### src/rtl/regfile_dump_ctrl_pkg.sv
// Shared definitions for the register-file dump controller:
// state encoding and the default widths of the MIPS register file.
package regfile_dump_ctrl_pkg;

    localparam int LEN_DEF     = 32;
    localparam int NB_REG_DEF  = 32;
    localparam int NB_ADDR_DEF = 5;

    localparam logic [2:0] ST_IDLE      = 3'd0;
    localparam logic [2:0] ST_HALT_WAIT = 3'd1;
    localparam logic [2:0] ST_ADDR      = 3'd2;
    localparam logic [2:0] ST_READ      = 3'd3;
    localparam logic [2:0] ST_SEND      = 3'd4;
    localparam logic [2:0] ST_DONE      = 3'd5;

    typedef enum logic [2:0] {
        S_IDLE      = ST_IDLE,
        S_HALT_WAIT = ST_HALT_WAIT,
        S_ADDR      = ST_ADDR,
        S_READ      = ST_READ,
        S_SEND      = ST_SEND,
        S_DONE      = ST_DONE
    } state_t;

endpackage

### src/rtl/regfile_dump_ctrl.sv
// Debug dump controller: halts the pipeline, borrows register-file read
// port 1, and streams every register out over a valid/ready link.
// Outside a dump the read address and write enable pass straight through.
module regfile_dump_ctrl
    import regfile_dump_ctrl_pkg::*;
#(
    parameter int LEN     = LEN_DEF,
    parameter int NB_REG  = NB_REG_DEF,
    parameter int NB_ADDR = NB_ADDR_DEF
) (
    input  logic               i_clk,
    input  logic               i_rst,
    input  logic               i_dump_start,
    input  logic               i_pipe_halted,
    output logic               o_halt_req,
    input  logic [NB_ADDR-1:0] i_pipe_read_register_1,
    output logic [NB_ADDR-1:0] o_read_register_1,
    input  logic               i_pipe_RegWrite,
    output logic               o_RegWrite,
    input  logic [LEN-1:0]     i_read_data_1,
    output logic [LEN-1:0]     o_dump_data,
    output logic [NB_ADDR-1:0] o_dump_addr,
    output logic               o_dump_valid,
    input  logic               i_dump_ready,
    output logic               o_busy,
    output logic               o_done,
    output logic               o_err
);

    // Termination compares against the last index, so a full 2**NB_ADDR
    // register file never needs the counter to wrap.
    localparam logic [NB_ADDR-1:0] LAST_IDX = NB_ADDR'(NB_REG - 1);

    state_t             state;
    logic [NB_ADDR-1:0] counter;
    logic               port_owned;

    // Dump sequencer: state, register index and all registered outputs.
    always_ff @(posedge i_clk or negedge i_rst) begin
        if (!i_rst) begin
            state        <= S_IDLE;
            counter      <= '0;
            o_halt_req   <= 1'b0;
            o_dump_data  <= '0;
            o_dump_addr  <= '0;
            o_dump_valid <= 1'b0;
            o_done       <= 1'b0;
            o_err        <= 1'b0;
        end else begin
            o_done <= 1'b0;
            case (state)
                S_IDLE: begin
                    if (i_dump_start) begin
                        state      <= S_HALT_WAIT;
                        counter    <= '0;
                        o_err      <= 1'b0;
                        o_halt_req <= 1'b1;
                    end
                end
                S_HALT_WAIT: begin
                    if (i_pipe_halted) begin
                        state <= S_ADDR;
                    end
                end
                S_ADDR: begin
                    // Register file samples the address at this edge.
                    if (!i_pipe_halted) begin
                        o_err <= 1'b1;
                    end
                    state <= S_READ;
                end
                S_READ: begin
                    if (!i_pipe_halted) begin
                        o_err <= 1'b1;
                    end
                    o_dump_data  <= i_read_data_1;
                    o_dump_addr  <= counter;
                    o_dump_valid <= 1'b1;
                    state        <= S_SEND;
                end
                S_SEND: begin
                    if (!i_pipe_halted) begin
                        o_err <= 1'b1;
                    end
                    if (i_dump_ready) begin
                        o_dump_valid <= 1'b0;
                        if (counter == LAST_IDX) begin
                            state      <= S_DONE;
                            o_done     <= 1'b1;
                            o_halt_req <= 1'b0;
                        end else begin
                            counter <= counter + 1'b1;
                            state   <= S_ADDR;
                        end
                    end
                end
                S_DONE: begin
                    state <= S_IDLE;
                end
                default: begin
                    state <= S_IDLE;
                end
            endcase
        end
    end

    // Read port 1 belongs to the controller only while it is walking registers.
    always_comb begin
        port_owned = (state == S_ADDR) || (state == S_READ) || (state == S_SEND);
    end

    // Combinational port mux, write gate and busy flag; the register file
    // writes on negedge, so the gate must follow the state without delay.
    always_comb begin
        o_read_register_1 = port_owned ? counter : i_pipe_read_register_1;
        o_RegWrite        = (state == S_IDLE) ? i_pipe_RegWrite : 1'b0;
        o_busy            = (state != S_IDLE);
    end

endmodule
### config.mk
export PLATFORM = sky130hd
export DESIGN_NAME = regfile_dump_ctrl
export DESIGN_NICKNAME = d
export VERILOG_FILES = /design/src/rtl/regfile_dump_ctrl_pkg.sv /design/src/rtl/regfile_dump_ctrl.sv
export SDC_FILE = /design/constraint.sdc
export NUM_CORES = 1
export LEC_CHECK = 0
export CAP_MARGIN = 20
export CORE_AREA = 2 2 75 77
export DETAILED_ROUTE_END_ITERATION = 12
export DIE_AREA = 0 0 77 79
export PLACE_DENSITY = 0.77
export SYNTH_ARGS = -nofsm -noshare
export SYNTH_HDL_FRONTEND = slang
export SYNTH_SLANG_ARGS = --single-unit
### constraint.sdc
create_clock -name i_clk -period 2.4 [get_ports i_clk]
set_input_delay 0.48 -clock i_clk [delete_from_list [all_inputs] [get_ports i_clk]]
set_output_delay 0.48 -clock i_clk [all_outputs]
set_load 0.005 [all_outputs]
==> flow_metrics.py <==
metrics = {
    "finish": {
        "final_cell_mix": "85 x clkdlybuf4s50_1, 48 x dfrtp_1, 23 x mux2_2",
        "drive_gt1_share_pct": 27.5,
        "fill_cells": 458,
        "syn_to_final_growth_pct": 50.3,
        "final_common_cell": "clkdlybuf4s50_1",
        "fin_util_pct": 62.7,
        "diodes": 0,
        "fin_nets": 304,
    },
    "global_route": {
        "grtUsageTotal_pct": 17.5,
        "grtUsageMet1_pct": 22.5,
        "grt-ovfl-total": 0,
        "grtUsageMet2_pct": 30.2,
        "top_usage_layer": "met2",
        "met3_usage_pct": 2.95,
        "grt_max_degree": 20,
        "grt_pass1_wl_um": 8360,
        "first_global_vias": 1730,
        "antenna_found_initial": 0,
    },
    "logic_synthesis": {
        "synth-main-ff-cell": "dfrtp_1",
        "ys_seq_elements": 49,
        "synth-async-reset-ratio_pct": 100,
        "synth_top_area_cell": "dfrtp_1",
        "synth_fp_nets": 204,
        "ys_top_cells_by_area": "dfrtp_1 55%, mux2_2 13%, mux2_4 13%",
        "synth_top_area_share_pct": 55.1,
        "yosys_warnings": 0,
        "syn_area_per_cell_um2": 14.0,
        "seq_area_frac_synth_pct": 55.1,
        "ys_types": 33,
        "synthCells": 159,
        "syn_area_um2": 2230,
        "synth_edf_count": 0,
    },
    "critical_path": {
        "crit_required_ns": 1.92,
        "worstPathMaxFanout": 6,
        "cp-start-kind": "flip-flop",
        "arrival_ns": 1.90,
        "crit_slowest_cell": "dfrtp_2",
        "endpoint_kind": "output port",
        "crit_type": "reg -> out",
        "worstPathCellList": "nor2_4 > mux2i_4 > mux2_2 > clkdlybuf4s50_1",
        "cpPeakStageDelay_ns": 0.46,
    },
    "outcome": {
        "status": "finished, final reports clean",
    },
    "routing": {
        "num_vias": 1618,
        "vias_per_cell": 4.90,
        "drt_iter0_markers": 60,
        "ant_nets": 0,
        "drtPass1Iterations": 4,
        "drc_errors": 0,
        "post_drt_wl_per_cell_um": 15.1,
        "drt-total-wl_um": 5000,
    },
    "die": {
        "die_w_um": 77,
        "dieArea_um2": 6080,
        "dieHeight_um": 79,
        "io_pins": 91,
        "core_area_um2": 5340,
        "initial_core_util_pct": 41.7,
        "num_rows": 27,
    },
    "sta": {
        "rsz0062_at_grt": "yes",
        "finClkSkew_ns": 0.00750,
        "drv_slew": 0,
        "setup_violations": 0,
        "fin_ws_ns": 0.0173,
        "tightest_slew_ns": 0.416,
        "hold_ws_ns": 0.103,
        "period_minus_slack_ns": 2.38,
        "post-route-period-util_pct": 99.3,
        "hold_viol": 0,
        "fmax_mhz": 420,
        "relSlewSlack_pct": 72.0,
    },
    "min_path": {
        "hold_class": "in -> async",
    },
    "clock_network": {
        "cts.sinks": 49,
        "clock_path_buffers": 2,
        "cts_buffers": 5,
        "clk_pin_slew_worst_paths_ns": 0.09,
        "clock_latency_ns": 0.29,
        "htreeDepth": 2,
        "clock_tree.root_cell": "clkbuf_8",
        "cts_tree": "built",
    },
    "power": {
        "peakVddDrop_uv": 573,
        "powerDensity_nw_per_um2": 1160,
        "leakage_nw": 1.54,
    },
    "run": {
        "drv_cap": 0,
    },
    "placed_design": {
        "dp_hpwl_um": 3750,
        "dp_slack_ns": 0.130,
        "gp_congestion": 0.886,
        "port_buffers": 90,
    },
}
==> final cells by class <==
class                           instances  area, um2  area share [%]
Inverter                                4       15.0           0.448
Sequential cell                        49       1230            36.7
Clock buffer                            5       68.8            2.06
Timing Repair Buffer                  101        988            29.5
Multi-Input combinational cell         98        953            28.5
Clock inverter                          1       5.00           0.149
Tap cell                               72       90.1            2.69
==> where the power goes <==
group	switching (mW)	internal (mW)	leakage, nW
logic	0.677	1.36	0.912
clock network	0.246	0.192	0.0399
registers	0.217	1.19	0.593
==> repair_timing <==
| action | CTS | global route |
|---|---|---|
| endpoints found under the setup margin | 5 | 5 |
| setup buffers | 1 | 0 |
| hold endpoints to repair | 0 | 0 |
| resized for setup | 6 | 5 |
| hold buffers | 0 | 0 |
| pin swaps | 0 | 0 |
==> final timing paths <==
check                           startpoint                    to  slack, ns  cells after the start
setup / recovery                  state[1]  o_read_register_1[0]       0.02                      4
hold / removal                       i_rst        o_dump_addr[2]       0.10                      1
setup reg to reg                counter[0]            counter[1]       0.38                      6
hold reg to reg            o_dump_data[25]       o_dump_data[25]       0.51                      1
max in group asynchronous            i_rst              state[1]       1.72                      2
min in group i_clk         o_dump_data[25]       o_dump_data[25]       0.51                      1
==> metrics by stage <==
step           area (um2)  instances  power (mW)  setup TNS (ns)
2_1_floorplan        2230        159        2.41               0
3_3_place_gp         3230        323        3.36               0
3_5_place_dp         3230        323        3.42               0
4_1_cts              3330        330        3.93       -0.000363
5_1_grt              3350        330        4.15         -0.0850
6_report             3350        330        3.88               0
==> layer usage <==
| metal | part of all wire (%) | routed length (um) | vias up |
|---|---|---|---|
| met5 | 0 | 0 | - |
| met3 | 4.5 | 227 | 9 |
| met2 | 50 | 2480 | 59 |
| met1 | 44 | 2220 | 788 |
| li1 | - | - | 762 |
| met4 | 1.4 | 69 | 0 |
==> worst max-delay path: cells and delay by family, from the launching register on <==
family / cells / cell delay [ns]
DFF: 1 / 0.46
muxes: 2 / 0.63
buffers and inverters: 1 / 0.44
and+or+nand+nor: 1 / 0.08
==> cells in the mapped netlist, types with 3 or more instances <==
library cell	n
a21oi_1	5
nor2_1	5
or3_1	3
o21ai_0	9
a22o_1	4
dfrtp_1	49
inv_1	4
buf_6	4
mux2_4	19
mux2_2	26
nand2_1	3
==> kinds of logic after synthesis <==
family / share of synthesized area, %
mux: 26.6
simple gates: 7.14
fa+ha+maj: 1.12
flops: 55.1
compound gates: 6.63
buf+inv: 3.48
==> sequential cells by signal, summed over array words and instances, names as in the netlist <==
register / count
counter: 5
o_done: 1
o_dump_addr: 5
o_dump_data: 32
o_dump_valid: 1
o_err: 1
o_halt_req: 1
state: 3
Note: power is estimated with default switching activity, not from simulation.
